File: src/rtl/alu_pkg.sv
// alu_pkg: shared ALU definitions.
// Holds the 3-bit opcode encoding used by the requesters and the ALU
// datapath, plus a helper that tells legal opcodes from reserved ones.
package alu_pkg;

  localparam int OP_WIDTH = 3;

  localparam logic [OP_WIDTH-1:0] OP_ADD = 3'b000;
  localparam logic [OP_WIDTH-1:0] OP_SUB = 3'b001;
  localparam logic [OP_WIDTH-1:0] OP_AND = 3'b010;
  localparam logic [OP_WIDTH-1:0] OP_OR  = 3'b011;
  localparam logic [OP_WIDTH-1:0] OP_XOR = 3'b100;

  // Opcodes 101..111 are reserved.
  function automatic logic is_legal_op(input logic [OP_WIDTH-1:0] op);
    return (op <= OP_XOR);
  endfunction

endpackage

File: src/rtl/alu_share_arb_if.sv
// alu_share_arb_if: request/response bundle of the shared-ALU arbiter.
//
// Handshake rules (both channels): a transfer happens on a rising clock edge
// where valid and ready are both high for the same requester. A requester
// holds its request fields stable while valid is high and ready is low.
// req_ready may depend combinationally on req_valid and rsp_ready; rsp_valid
// is a registered one-hot owner marker and the response fields stay stable
// while rsp_valid is high and the owner's rsp_ready is low.
//
// Signals:
//   req_valid/req_ready  per-requester request handshake
//   req_a/req_b          packed operands, requester i at [i*DATA_WIDTH +: DATA_WIDTH]
//   req_op               packed opcodes, requester i at [i*3 +: 3]
//   rsp_valid/rsp_ready  per-requester response handshake
//   rsp_result, rsp_zero, rsp_overflow, rsp_illegal  held result and flags
//   ops_done             completed response handshakes (wraps)
interface alu_share_arb_if #(
  parameter int NUM_REQ    = 2,
  parameter int DATA_WIDTH = 32,
  parameter int CNT_WIDTH  = 16
);
  logic [NUM_REQ-1:0]                      req_valid;
  logic [NUM_REQ-1:0]                      req_ready;
  logic [NUM_REQ*DATA_WIDTH-1:0]           req_a;
  logic [NUM_REQ*DATA_WIDTH-1:0]           req_b;
  logic [NUM_REQ*alu_pkg::OP_WIDTH-1:0]    req_op;
  logic [NUM_REQ-1:0]                      rsp_valid;
  logic [NUM_REQ-1:0]                      rsp_ready;
  logic [DATA_WIDTH-1:0]                   rsp_result;
  logic                                    rsp_zero;
  logic                                    rsp_overflow;
  logic                                    rsp_illegal;
  logic [CNT_WIDTH-1:0]                    ops_done;

  // Requester side.
  modport master (
    output req_valid, req_a, req_b, req_op, rsp_ready,
    input  req_ready, rsp_valid, rsp_result, rsp_zero, rsp_overflow,
           rsp_illegal, ops_done
  );

  // Arbiter side.
  modport slave (
    input  req_valid, req_a, req_b, req_op, rsp_ready,
    output req_ready, rsp_valid, rsp_result, rsp_zero, rsp_overflow,
           rsp_illegal, ops_done
  );
endinterface

File: src/rtl/alu_share_arb_alu.sv
// alu: 32-bit (parameterisable) combinational ALU datapath.
// Ports:
//   a, b      operands
//   op        opcode (alu_pkg encoding); reserved opcodes give result 0
//   result    operation result, two's-complement modulo 2^DATA_WIDTH
//   zero      result == 0
//   overflow  signed overflow for ADD/SUB, 0 for logic ops
module alu
  import alu_pkg::*;
#(
  parameter int DATA_WIDTH = 32
) (
  input  logic [DATA_WIDTH-1:0] a,
  input  logic [DATA_WIDTH-1:0] b,
  input  logic [OP_WIDTH-1:0]   op,
  output logic [DATA_WIDTH-1:0] result,
  output logic                  zero,
  output logic                  overflow
);
  localparam int MSB = DATA_WIDTH - 1;

  logic [DATA_WIDTH-1:0] sum;
  logic [DATA_WIDTH-1:0] diff;

  assign sum  = a + b;
  assign diff = a - b;

  always_comb begin
    result   = '0;
    overflow = 1'b0;
    case (op)
      OP_ADD: begin
        result   = sum;
        // Same-sign operands producing an opposite-sign sum.
        overflow = (a[MSB] == b[MSB]) && (sum[MSB] != a[MSB]);
      end
      OP_SUB: begin
        result   = diff;
        // Different-sign operands where the result sign differs from a.
        overflow = (a[MSB] != b[MSB]) && (diff[MSB] != a[MSB]);
      end
      OP_AND:  result = a & b;
      OP_OR:   result = a | b;
      OP_XOR:  result = a ^ b;
      default: result = '0;
    endcase
  end

  assign zero = (result == '0);

endmodule

File: src/rtl/alu_share_arb.sv
// alu_share_arb: round-robin sharing of one ALU between NUM_REQ requesters.
// A single registered output stage holds the result for its owner; a new
// request can be accepted in the same cycle the held result drains, giving
// one operation per cycle and one cycle of latency.
// Ports:
//   clk   rising-edge clock
//   rst   asynchronous active-high reset
//   bus   alu_share_arb_if slave modport (request/response channels,
//         held result/flags, ops_done counter)
module alu_share_arb
  import alu_pkg::*;
#(
  parameter int DATA_WIDTH = 32,
  parameter int NUM_REQ    = 2,
  parameter int CNT_WIDTH  = 16
) (
  input  logic           clk,
  input  logic           rst,
  alu_share_arb_if.slave bus
);
  localparam int PTR_W = $clog2(NUM_REQ);
  typedef logic [PTR_W-1:0] idx_t;

  idx_t                  ptr;
  idx_t                  owner;
  idx_t                  grant_idx;
  idx_t                  cand;
  logic [PTR_W:0]        cand_sum;
  logic                  found;
  logic                  out_full;
  logic                  drain;
  logic                  can_accept;
  logic                  accept;
  logic [NUM_REQ-1:0]    grant_oh;
  logic [NUM_REQ-1:0]    rsp_valid_q;
  logic [DATA_WIDTH-1:0] op_a;
  logic [DATA_WIDTH-1:0] op_b;
  logic [OP_WIDTH-1:0]   op_sel;
  logic [DATA_WIDTH-1:0] alu_result;
  logic                  alu_zero;
  logic                  alu_ovf;
  logic                  illegal;
  logic [DATA_WIDTH-1:0] result_q;
  logic                  zero_q;
  logic                  ovf_q;
  logic                  illegal_q;
  logic [CNT_WIDTH-1:0]  ops_done_q;

  // Owner of the held result: index of the single set bit of rsp_valid.
  always_comb begin
    owner = '0;
    for (int i = 0; i < NUM_REQ; i++) begin
      if (rsp_valid_q[i]) owner = idx_t'(i);
    end
  end

  assign out_full   = |rsp_valid_q;
  assign drain      = out_full & bus.rsp_ready[owner];
  assign can_accept = !out_full | drain;

  // Round-robin search: candidates ptr, ptr+1, ... wrapping modulo NUM_REQ.
  always_comb begin
    grant_idx = '0;
    found     = 1'b0;
    cand_sum  = '0;
    cand      = '0;
    for (int k = 0; k < NUM_REQ; k++) begin
      cand_sum = {1'b0, ptr} + (PTR_W+1)'(k);
      if (cand_sum >= (PTR_W+1)'(NUM_REQ)) cand_sum = cand_sum - (PTR_W+1)'(NUM_REQ);
      cand = cand_sum[PTR_W-1:0];
      if (!found && bus.req_valid[cand]) begin
        found     = 1'b1;
        grant_idx = cand;
      end
    end
  end

  assign accept = can_accept & found;

  always_comb begin
    grant_oh = '0;
    if (accept) grant_oh[grant_idx] = 1'b1;
  end

  assign bus.req_ready = grant_oh;

  // Operand mux for the granted requester.
  always_comb begin
    op_a   = '0;
    op_b   = '0;
    op_sel = '0;
    for (int i = 0; i < NUM_REQ; i++) begin
      if (grant_idx == idx_t'(i)) begin
        op_a   = bus.req_a[i*DATA_WIDTH +: DATA_WIDTH];
        op_b   = bus.req_b[i*DATA_WIDTH +: DATA_WIDTH];
        op_sel = bus.req_op[i*OP_WIDTH +: OP_WIDTH];
      end
    end
  end

  alu #(.DATA_WIDTH(DATA_WIDTH)) u_alu (
    .a        (op_a),
    .b        (op_b),
    .op       (op_sel),
    .result   (alu_result),
    .zero     (alu_zero),
    .overflow (alu_ovf)
  );

  assign illegal = !is_legal_op(op_sel);

  always_ff @(posedge clk or posedge rst) begin
    if (rst) begin
      rsp_valid_q <= '0;
      result_q    <= '0;
      zero_q      <= 1'b0;
      ovf_q       <= 1'b0;
      illegal_q   <= 1'b0;
      ops_done_q  <= '0;
      ptr         <= '0;
    end else begin
      if (accept) begin
        rsp_valid_q <= grant_oh;
        // Reserved opcodes answer with a fixed zero result.
        result_q    <= illegal ? '0   : alu_result;
        zero_q      <= illegal ? 1'b1 : alu_zero;
        ovf_q       <= illegal ? 1'b0 : alu_ovf;
        illegal_q   <= illegal;
        ptr         <= (grant_idx == idx_t'(NUM_REQ-1)) ? '0 : grant_idx + idx_t'(1);
      end else if (drain) begin
        rsp_valid_q <= '0;
      end
      if (drain) ops_done_q <= ops_done_q + CNT_WIDTH'(1);
    end
  end

  assign bus.rsp_valid    = rsp_valid_q;
  assign bus.rsp_result   = result_q;
  assign bus.rsp_zero     = zero_q;
  assign bus.rsp_overflow = ovf_q;
  assign bus.rsp_illegal  = illegal_q;
  assign bus.ops_done     = ops_done_q;

endmodule

File: src/flat_wrapper.sv
// flat-port wrapper written by rule: the top's interface ports become plain ports
module alu_share_arb_flat import alu_pkg::*;
#(
  parameter int DATA_WIDTH = 32,
  parameter int NUM_REQ    = 2,
  parameter int CNT_WIDTH  = 16
)
  (clk, rst, bus_req_valid, bus_req_a, bus_req_b, bus_req_op, bus_rsp_ready, bus_req_ready, bus_rsp_valid, bus_rsp_result, bus_rsp_zero, bus_rsp_overflow, bus_rsp_illegal, bus_ops_done);
  alu_share_arb_if #(.NUM_REQ(NUM_REQ), .DATA_WIDTH(DATA_WIDTH), .CNT_WIDTH(CNT_WIDTH)) bus_i ();
  input  logic clk;
  input  logic rst;
  input wire logic [$bits(bus_i.req_valid)-1:0] bus_req_valid;
  input wire logic [$bits(bus_i.req_a)-1:0] bus_req_a;
  input wire logic [$bits(bus_i.req_b)-1:0] bus_req_b;
  input wire logic [$bits(bus_i.req_op)-1:0] bus_req_op;
  input wire logic [$bits(bus_i.rsp_ready)-1:0] bus_rsp_ready;
  output wire logic [$bits(bus_i.req_ready)-1:0] bus_req_ready;
  output wire logic [$bits(bus_i.rsp_valid)-1:0] bus_rsp_valid;
  output wire logic [$bits(bus_i.rsp_result)-1:0] bus_rsp_result;
  output wire logic [$bits(bus_i.rsp_zero)-1:0] bus_rsp_zero;
  output wire logic [$bits(bus_i.rsp_overflow)-1:0] bus_rsp_overflow;
  output wire logic [$bits(bus_i.rsp_illegal)-1:0] bus_rsp_illegal;
  output wire logic [$bits(bus_i.ops_done)-1:0] bus_ops_done;
  assign bus_i.req_valid = bus_req_valid;
  assign bus_i.req_a = bus_req_a;
  assign bus_i.req_b = bus_req_b;
  assign bus_i.req_op = bus_req_op;
  assign bus_i.rsp_ready = bus_rsp_ready;
  assign bus_req_ready = bus_i.req_ready;
  assign bus_rsp_valid = bus_i.rsp_valid;
  assign bus_rsp_result = bus_i.rsp_result;
  assign bus_rsp_zero = bus_i.rsp_zero;
  assign bus_rsp_overflow = bus_i.rsp_overflow;
  assign bus_rsp_illegal = bus_i.rsp_illegal;
  assign bus_ops_done = bus_i.ops_done;
  alu_share_arb #(.DATA_WIDTH(DATA_WIDTH), .NUM_REQ(NUM_REQ), .CNT_WIDTH(CNT_WIDTH)) u_core (.clk(clk), .rst(rst), .bus(bus_i));
endmodule
File: config.mk
export PLATFORM = sky130hd
export DESIGN_NAME = alu_share_arb_flat
export DESIGN_NICKNAME = d
export VERILOG_FILES = /design/src/rtl/alu_pkg.sv /design/src/rtl/alu_share_arb_if.sv /design/src/rtl/alu_share_arb_alu.sv /design/src/rtl/alu_share_arb.sv /design/src/flat_wrapper.sv
export SDC_FILE = /design/constraint.sdc
export NUM_CORES = 1
export LEC_CHECK = 0
export ABC_AREA = 1
export BUFFER_PORTS_ARGS = -buffer_cell sky130_fd_sc_hd__buf_2
export CORE_MARGIN = 1
export CORE_UTILIZATION = 57
export CTS_BUF_LIST = sky130_fd_sc_hd__clkbuf_4 sky130_fd_sc_hd__clkbuf_8 sky130_fd_sc_hd__clkbuf_16
export CTS_CLUSTER_SIZE = 12
export DETAILED_ROUTE_END_ITERATION = 10
export PLACE_DENSITY = 0.82
export SYNTH_ARGS = -nofsm -noshare
export SYNTH_HDL_FRONTEND = slang
export SYNTH_SLANG_ARGS = --single-unit
File: constraint.sdc
create_clock -name clk -period 9.05 [get_ports clk]
set_input_delay 0 -clock clk [delete_from_list [all_inputs] [get_ports clk]]
set_output_delay 0 -clock clk [all_outputs]
set_load 0.005 [all_outputs]
=== After elaboration in Yosys (flattened, before gate mapping) ===
Cells that the tools add are included.

* Output and inout port bits: 55
* Register bits after elaboration: 54
* Input bits: 140
* Word-level logic and storage cells: 74

* Multiplexer cells: 27
* Reduce and logical (&&, ||, !) cells: 11
* Add/sub/neg operators: 7
* Bitwise logic cells: 6
* $lt $le $gt $ge: 8
* Eq/ne operators: 8

{| class="wikitable"
|+ Operators by type and width
! kind !! count
|-
| 32-bit case mux with 5 select lines || 1
|-
| 32-bit 2-to-1 mux || 3
|-
| 32-bit adder || 1
|-
| 32-bit AND || 1
|-
| 32-bit zero test || 1
|-
| 32-bit bitwise OR || 1
|-
| 32-bit subtractor || 1
|-
| 32-bit bitwise XOR || 1
|-
| 1-bit 2-to-1 mux || 17
|-
| 16-bit by 1-bit adder with 16-bit output (second input constant) || 1
|-
| 1-bit by 2-bit less-than comparator with 1-bit output (second input constant) || 4
|-
| 3-bit by 2-bit == test with 1-bit output (second input constant) || 2
|-
| 2-bit 2-to-1 mux || 3
|-
| 1-bit logical AND || 4
|-
| 3-bit by 1-bit == test with 1-bit output (second input constant) || 1
|-
| 3-bit == test (second input constant) || 1
|-
| 3-bit less-or-equal comparator (second input constant) || 1
|-
| 1-bit zero test || 3
|-
| 3-bit zero test || 1
|-
| 3-bit 2-to-1 mux || 1
|-
| 1-bit != test || 3
|-
| 1-bit by 1-bit adder with 2-bit output (second input constant) || 1
|-
| 1-bit AND || 2
|-
| 1-bit by 2-bit greater-or-equal comparator with 1-bit output (second input constant) || 1
|-
| other kinds (10) || 11
|}

=== Longest topological paths before layout ===
* Word-level depth: 14
* Mapped depth: 28
* Mapped depth without buffers: 25

=== Hierarchy ===
A second synthesis with hierarchy kept.

* Cell total of the unflattened synthesis: 1870
* Area, all modules: 10199.8 um2

{| class="wikitable"
|+ Modules (own cells, without submodules)
! module !! instances !! cells each !! area each (um2) !! sequential area each (um2)
|-
| alu || 1 || 1366 || 6927.9 || 0.0
|-
| alu_share_arb || 1 || 504 || 3271.9 || 1351.3
|}

=== Worst setup path before layout ===
OpenSTA, ideal clock, no wires.

* Path kind: flip-flop to flip-flop
* Start point: register u_core.ptr
* End point: register u_core.zero_q (netlist: u_core.bus.rsp_zero)
* Path buffers: 3
* Stages on the path, launching flop included: 26
* Setup time: 0.066 ns
* Required time: 8.984 ns
* Clock period less this slack: 3.323 ns
* Setup slack: 5.727 ns
* Arrival: 3.257 ns
* Cell sequence: dfrtp_1 inv_1 nand2_1 nand2_2 buf_6 clkbuf_1 clkbuf_1 nand2_1 o21ai_0 ha_1 inv_1 fa_1 inv_1 nand3_1 nand3_1 nand3_1 nand2_1 xor2_1 nor2_1 nor2_1 nand2_1 nor2_1 nand2_1 nor2_1 nand4_1 nand2_1

* Word-level cells in the longest chain between the ends: 13
* Elaborated cells on any way between the ends: 35
* Classes of those cells: add/sub (5); order compare (3); eq/ne (4); mux (15); bitwise (4); reduce/logical (4)

{| class="wikitable"
|+ RTL lines
! item !! RTL line !! text
|-
| start: declaration || alu_share_arb.sv:24 || <nowiki>idx_t ptr;</nowiki>
|-
| start signal: assignment || alu_share_arb.sv:129 || <nowiki>ptr <= (grant_idx == idx_t'(NUM_REQ-1)) ? '0 : grant_idx + idx_t'(1);</nowiki>
|-
| 1-bit by 2-bit greater-or-equal comparator with 1-bit output / 1-bit subtractor (equally long branches) || alu_share_arb.sv:69 || <nowiki>if (cand_sum >= (PTR_W+1)'(NUM_REQ)) cand_sum = cand_sum - (PTR_W+1)'(NUM_REQ);</nowiki>
|-
| 1-bit 2-to-1 mux || alu_share_arb.sv:69 ||
|-
| 1-bit 2-to-1 mux (not written as such) (2 in series) || alu_share_arb.sv:71 || <nowiki>if (!found && bus.req_valid[cand]) begin</nowiki>
|-
| 1-bit 2-to-1 mux || alu_share_arb.sv:71 ||
|-
| 1-bit zero test || alu_share_arb.sv:71 ||
|-
| 1-bit logical AND || alu_share_arb.sv:71 ||
|-
| 1-bit 2-to-1 mux || alu_share_arb.sv:71 ||
|-
| 32-bit 2-to-1 mux / 3-bit 2-to-1 mux (equally long branches) || alu_share_arb.sv:93 || <nowiki>if (grant_idx == idx_t'(i)) begin</nowiki>
|-
| 32-bit subtractor, or another cell as far along || alu_share_arb_alu.sv:26 || <nowiki>assign diff = a - b;</nowiki>
|-
| 32-bit case mux with 5 select lines || alu_share_arb_alu.sv:31 || <nowiki>case (op)</nowiki>
|-
| 32-bit zero test || alu_share_arb_alu.sv:49 || <nowiki>assign zero = (result == '0);</nowiki>
|-
| 1-bit 2-to-1 mux || alu_share_arb.sv:126 || <nowiki>zero_q <= illegal ? 1'b1 : alu_zero;</nowiki>
|-
| end signal: assignment || alu_share_arb.sv:126 ||
|-
| end: declaration || alu_share_arb.sv:44 || <nowiki>logic zero_q;</nowiki>
|}

Parallel ways exist; a longest one is shown, timed or not. The select of a mux whose other input is x is not followed.
A chain may end at the register's enable or synchronous reset.

=== Final worst setup path ===
Ends and elaborated chain as after synthesis.

==> impl_results.md <==
* CP startpoint: u_core.ptr
* Worst r2r dst: u_core.bus.rsp_zero
* Slew Limit Fails at 0
* Port bufs at 194
* Drc violations at 0
* WL final at 35500 um
* Core area at 16600 um2
* Final Hold Vio Count at 21
* Mapped cell area at 9720 um2
* Ratio of cells with drive above 1 in the final layout at 11.4%
* Worst skew pair latency at 0.30 ns
* Critical Path End Type: register
* Crit path max-delay family: simple AND/OR/NAND/NOR gates
* Run status: finished with violations
* Die H at 133 um
* Hold WC Path Type: in -> async
* Nets at 2214
* Total grt overflow at 0
* Number of global-route vias before repair at 11.0k
* Gr usage total at 40.4%
* Pwr/cell area at 215 nW/um2
* CTS Buffer Depth at 2
* CTS H-tree depth at 2
* Maximum number of pins on one net before global-route repair at 75
* # clock sinks at 54
* Post-synthesis cell count at 1820
* Max_cap viols at 0
* Sequential area share after synthesis at 13.9%
* Critical path fanouts, max at 74
* Drt first pass iters at 8
* Post-Route Setup TNS at 0 ns
* Failing checks: negative hold slack
* Worst rel slew slack at 23.5%
* Fmax at 208 MHz
* Layout area overhead at 12.3%
* Post-layout minimum cycle time at 4.81 ns
* Max stage delay on crit path at 0.60 ns
* Post CTS Setup Buffer Count at 0
* FF+latch count, synth at 54
* HPWL Detailed at 28800 um
* N_diodes at 0
* Final hold slack at -0.0217 ns
* Final Wtd Congestion at 1.01
* Final core occ at 65.6%
* CTS tree: yes
* Total number of vias at 11.9k
* Synth unique cells at 39
* Arr. time, crit path at 5.06 ns
* Startpoint types: register
* WS Path Type: reg -> reg
* Leak Pwr at 0.00702 uW
* FF-to-FF Start: u_core.ptr
* Yosys warnings at 0
* Avg Inst Size Synth at 5.34 um2
* Critical path destination: u_core.bus.rsp_zero
* # rows at 47
* CP bufs+invs at 3
* Fin crit share at 53.2%
* Initial antenna violation count at 1
* IO Pins at 195
* Routed Antenna Nets at 0
* DR iter-0 viols at 1132
* CTS buffer count at 5
* Worst path depth at 25
* Clock slew at reported path FFs at 0.08 ns
* First-pass GRT wire length at 56300 um
* Number of vias per cell at 5.43
* Final setup viols at 0
* FILL cells at 1656
* Die width at 133 um
* Flop-to-flop setup slack at 4.24 ns
* Initial Util at 58.4%
* R2R cell count at 25
* Die area at 17600 um2
* RSZ-0062 raised after global routing: no
* Peak VDD IR at 0.197 mV
* Clock Skew at 0.00483 ns
* WP data required at 9.29 ns
* CTS root buffer: clkbuf_16
* Crit path top cell by count: nand2_1
* Least-Margin Pin Slew at 1.15 ns
* Post-Syn Nets at 2066
* Drt wl/cell at 16.2 um
* Crit-path slowest cell: buf_4
-- power by group --
group | switching [uW] | total, uW | internal, uW
Combinational | 1190 | 1710 | 520
Sequential | 68.6 | 401 | 332
Clock | 97.2 | 230 | 133
-- cell usage after synthesis --
cell	n	share of area [%]
a21boi_2	1	0.12
a21o_1	2	0.15
a21oi_1	63	3.2
and2_1	2	0.13
and3_1	2	0.13
buf_1	1	0.039
buf_2	13	0.67
buf_4	3	0.23
buf_6	4	0.46
clkbuf_1	35	1.4
clkinv_2	1	0.051
dfrtp_1	54	14
fa_1	2	0.41
ha_1	104	13
inv_1	390	15
inv_2	2	0.077
nand2_1	630	24
nand2_2	2	0.13
nand3_1	140	7.2
nand3_2	2	0.21
nand3b_1	4	0.31
nand4_1	16	1.0
nor2_1	179	6.9
nor2_4	3	0.35
nor3_1	14	0.72
nor4_1	1	0.064
o211ai_2	1	0.13
o21a_1	1	0.077
o21ai_0	93	4.8
o21ai_1	2	0.10
o21ai_4	1	0.17
o21bai_1	6	0.46
o22a_1	1	0.090
o22ai_1	16	1.0
o31ai_1	1	0.077
o41ai_1	1	0.090
or2_2	6	0.39
xnor2_1	5	0.45
xor2_1	16	1.4
-- registers in the layout, indices dropped and copies added, names as in the netlist --
name                     cells
u_core.bus.rsp_zero          1
u_core.bus.rsp_illegal       1
u_core.bus.ops_done         16
u_core.bus.rsp_overflow      1
u_core.bus.rsp_valid         2
u_core.bus.rsp_result       32
u_core.ptr                   1
-- placed cells by master, fill, tap and decap left out, drive strengths merged, types with 2 or more instances in the layout --
cell type,count
nand2,632
inv,393
buf,196
nor2,182
nand3,142
ha,104
o21ai,96
a21oi,63
dfrtp,54
nand4,16
o22ai,16
xor2,16
nor3,14
o21bai,6
or2,6
xnor2,5
clkbuf,5
nand3b,4
and3,2
and2,2
a21o,2
fa,2
-- logic make-up (layout without fill, tap and decap cells) --
group,after synthesis,count (layout),share of synthesized area [%]
XOR/XNOR,21,21,1.89
AO/OA/AOI/OAI,189,189,10.5
buffers and inverters,449,598,17.9
adder cells (fa/ha/maj),106,106,13.8
flip-flops,54,54,13.9
AND/OR/NAND/NOR,1001,1001,41.9
-- metal layers --
metal	global-route usage [%]	wire length, um	share of wire, %
met5	0	13	0.037
met4	16.8	1370	3.8
met3	5.40	3430	9.7
met2	66.8	15800	45
met1	52.8	14900	42
-- through the flow --
| step | hold slack, ns | instance area, um2 | power, uW | worst slack [ns] | std cells |
|---|---|---|---|---|---|
| floorplan | 0.0964 | 9720 | 1510 | 5.73 | 1820 |
| global placement | 0.207 | 10700 | 2020 | 4.53 | 2180 |
| detailed placement | 0.234 | 10700 | 2050 | 4.39 | 2180 |
| CTS | 0.0326 | 10900 | 2290 | 4.37 | 2189 |
| global route | 0.101 | 10900 | 2540 | 3.80 | 2189 |
| finish | -0.0217 | 10900 | 2350 | 4.24 | 2189 |
-- area by class of cell --
type	count	area [um2]	area share, %
clock buffers	5	125	1.15
clock inverters	3	48.8	0.447
inverters	393	1480	13.5
multi-input cells	1317	6640	60.8
flip-flops and latches	54	1350	12.4
well taps	220	275	2.52
repair buffers	197	996	9.13
-- how the worst min path moves through the flow --
| stage | endpoint | depth (start not counted) |
|---|---|---|
| finish | u_core.bus.ops_done[15] | 2 |
| global route | u_core.bus.ops_done[3] | 2 |
| CTS | u_core.bus.ops_done[12] | 2 |
| detailed placement | u_core.bus.rsp_valid[1] | 2 |
| global placement | u_core.bus.rsp_valid[1] | 2 |
| floorplan | u_core.bus.rsp_valid[1] | 1 |
-- what timing repair did --
item,in CTS,in global routing
hold buffers,1,0
gates resized for setup,0,0
endpoints found under the hold margin,1,0
Power figures use the tool's default switching activity.
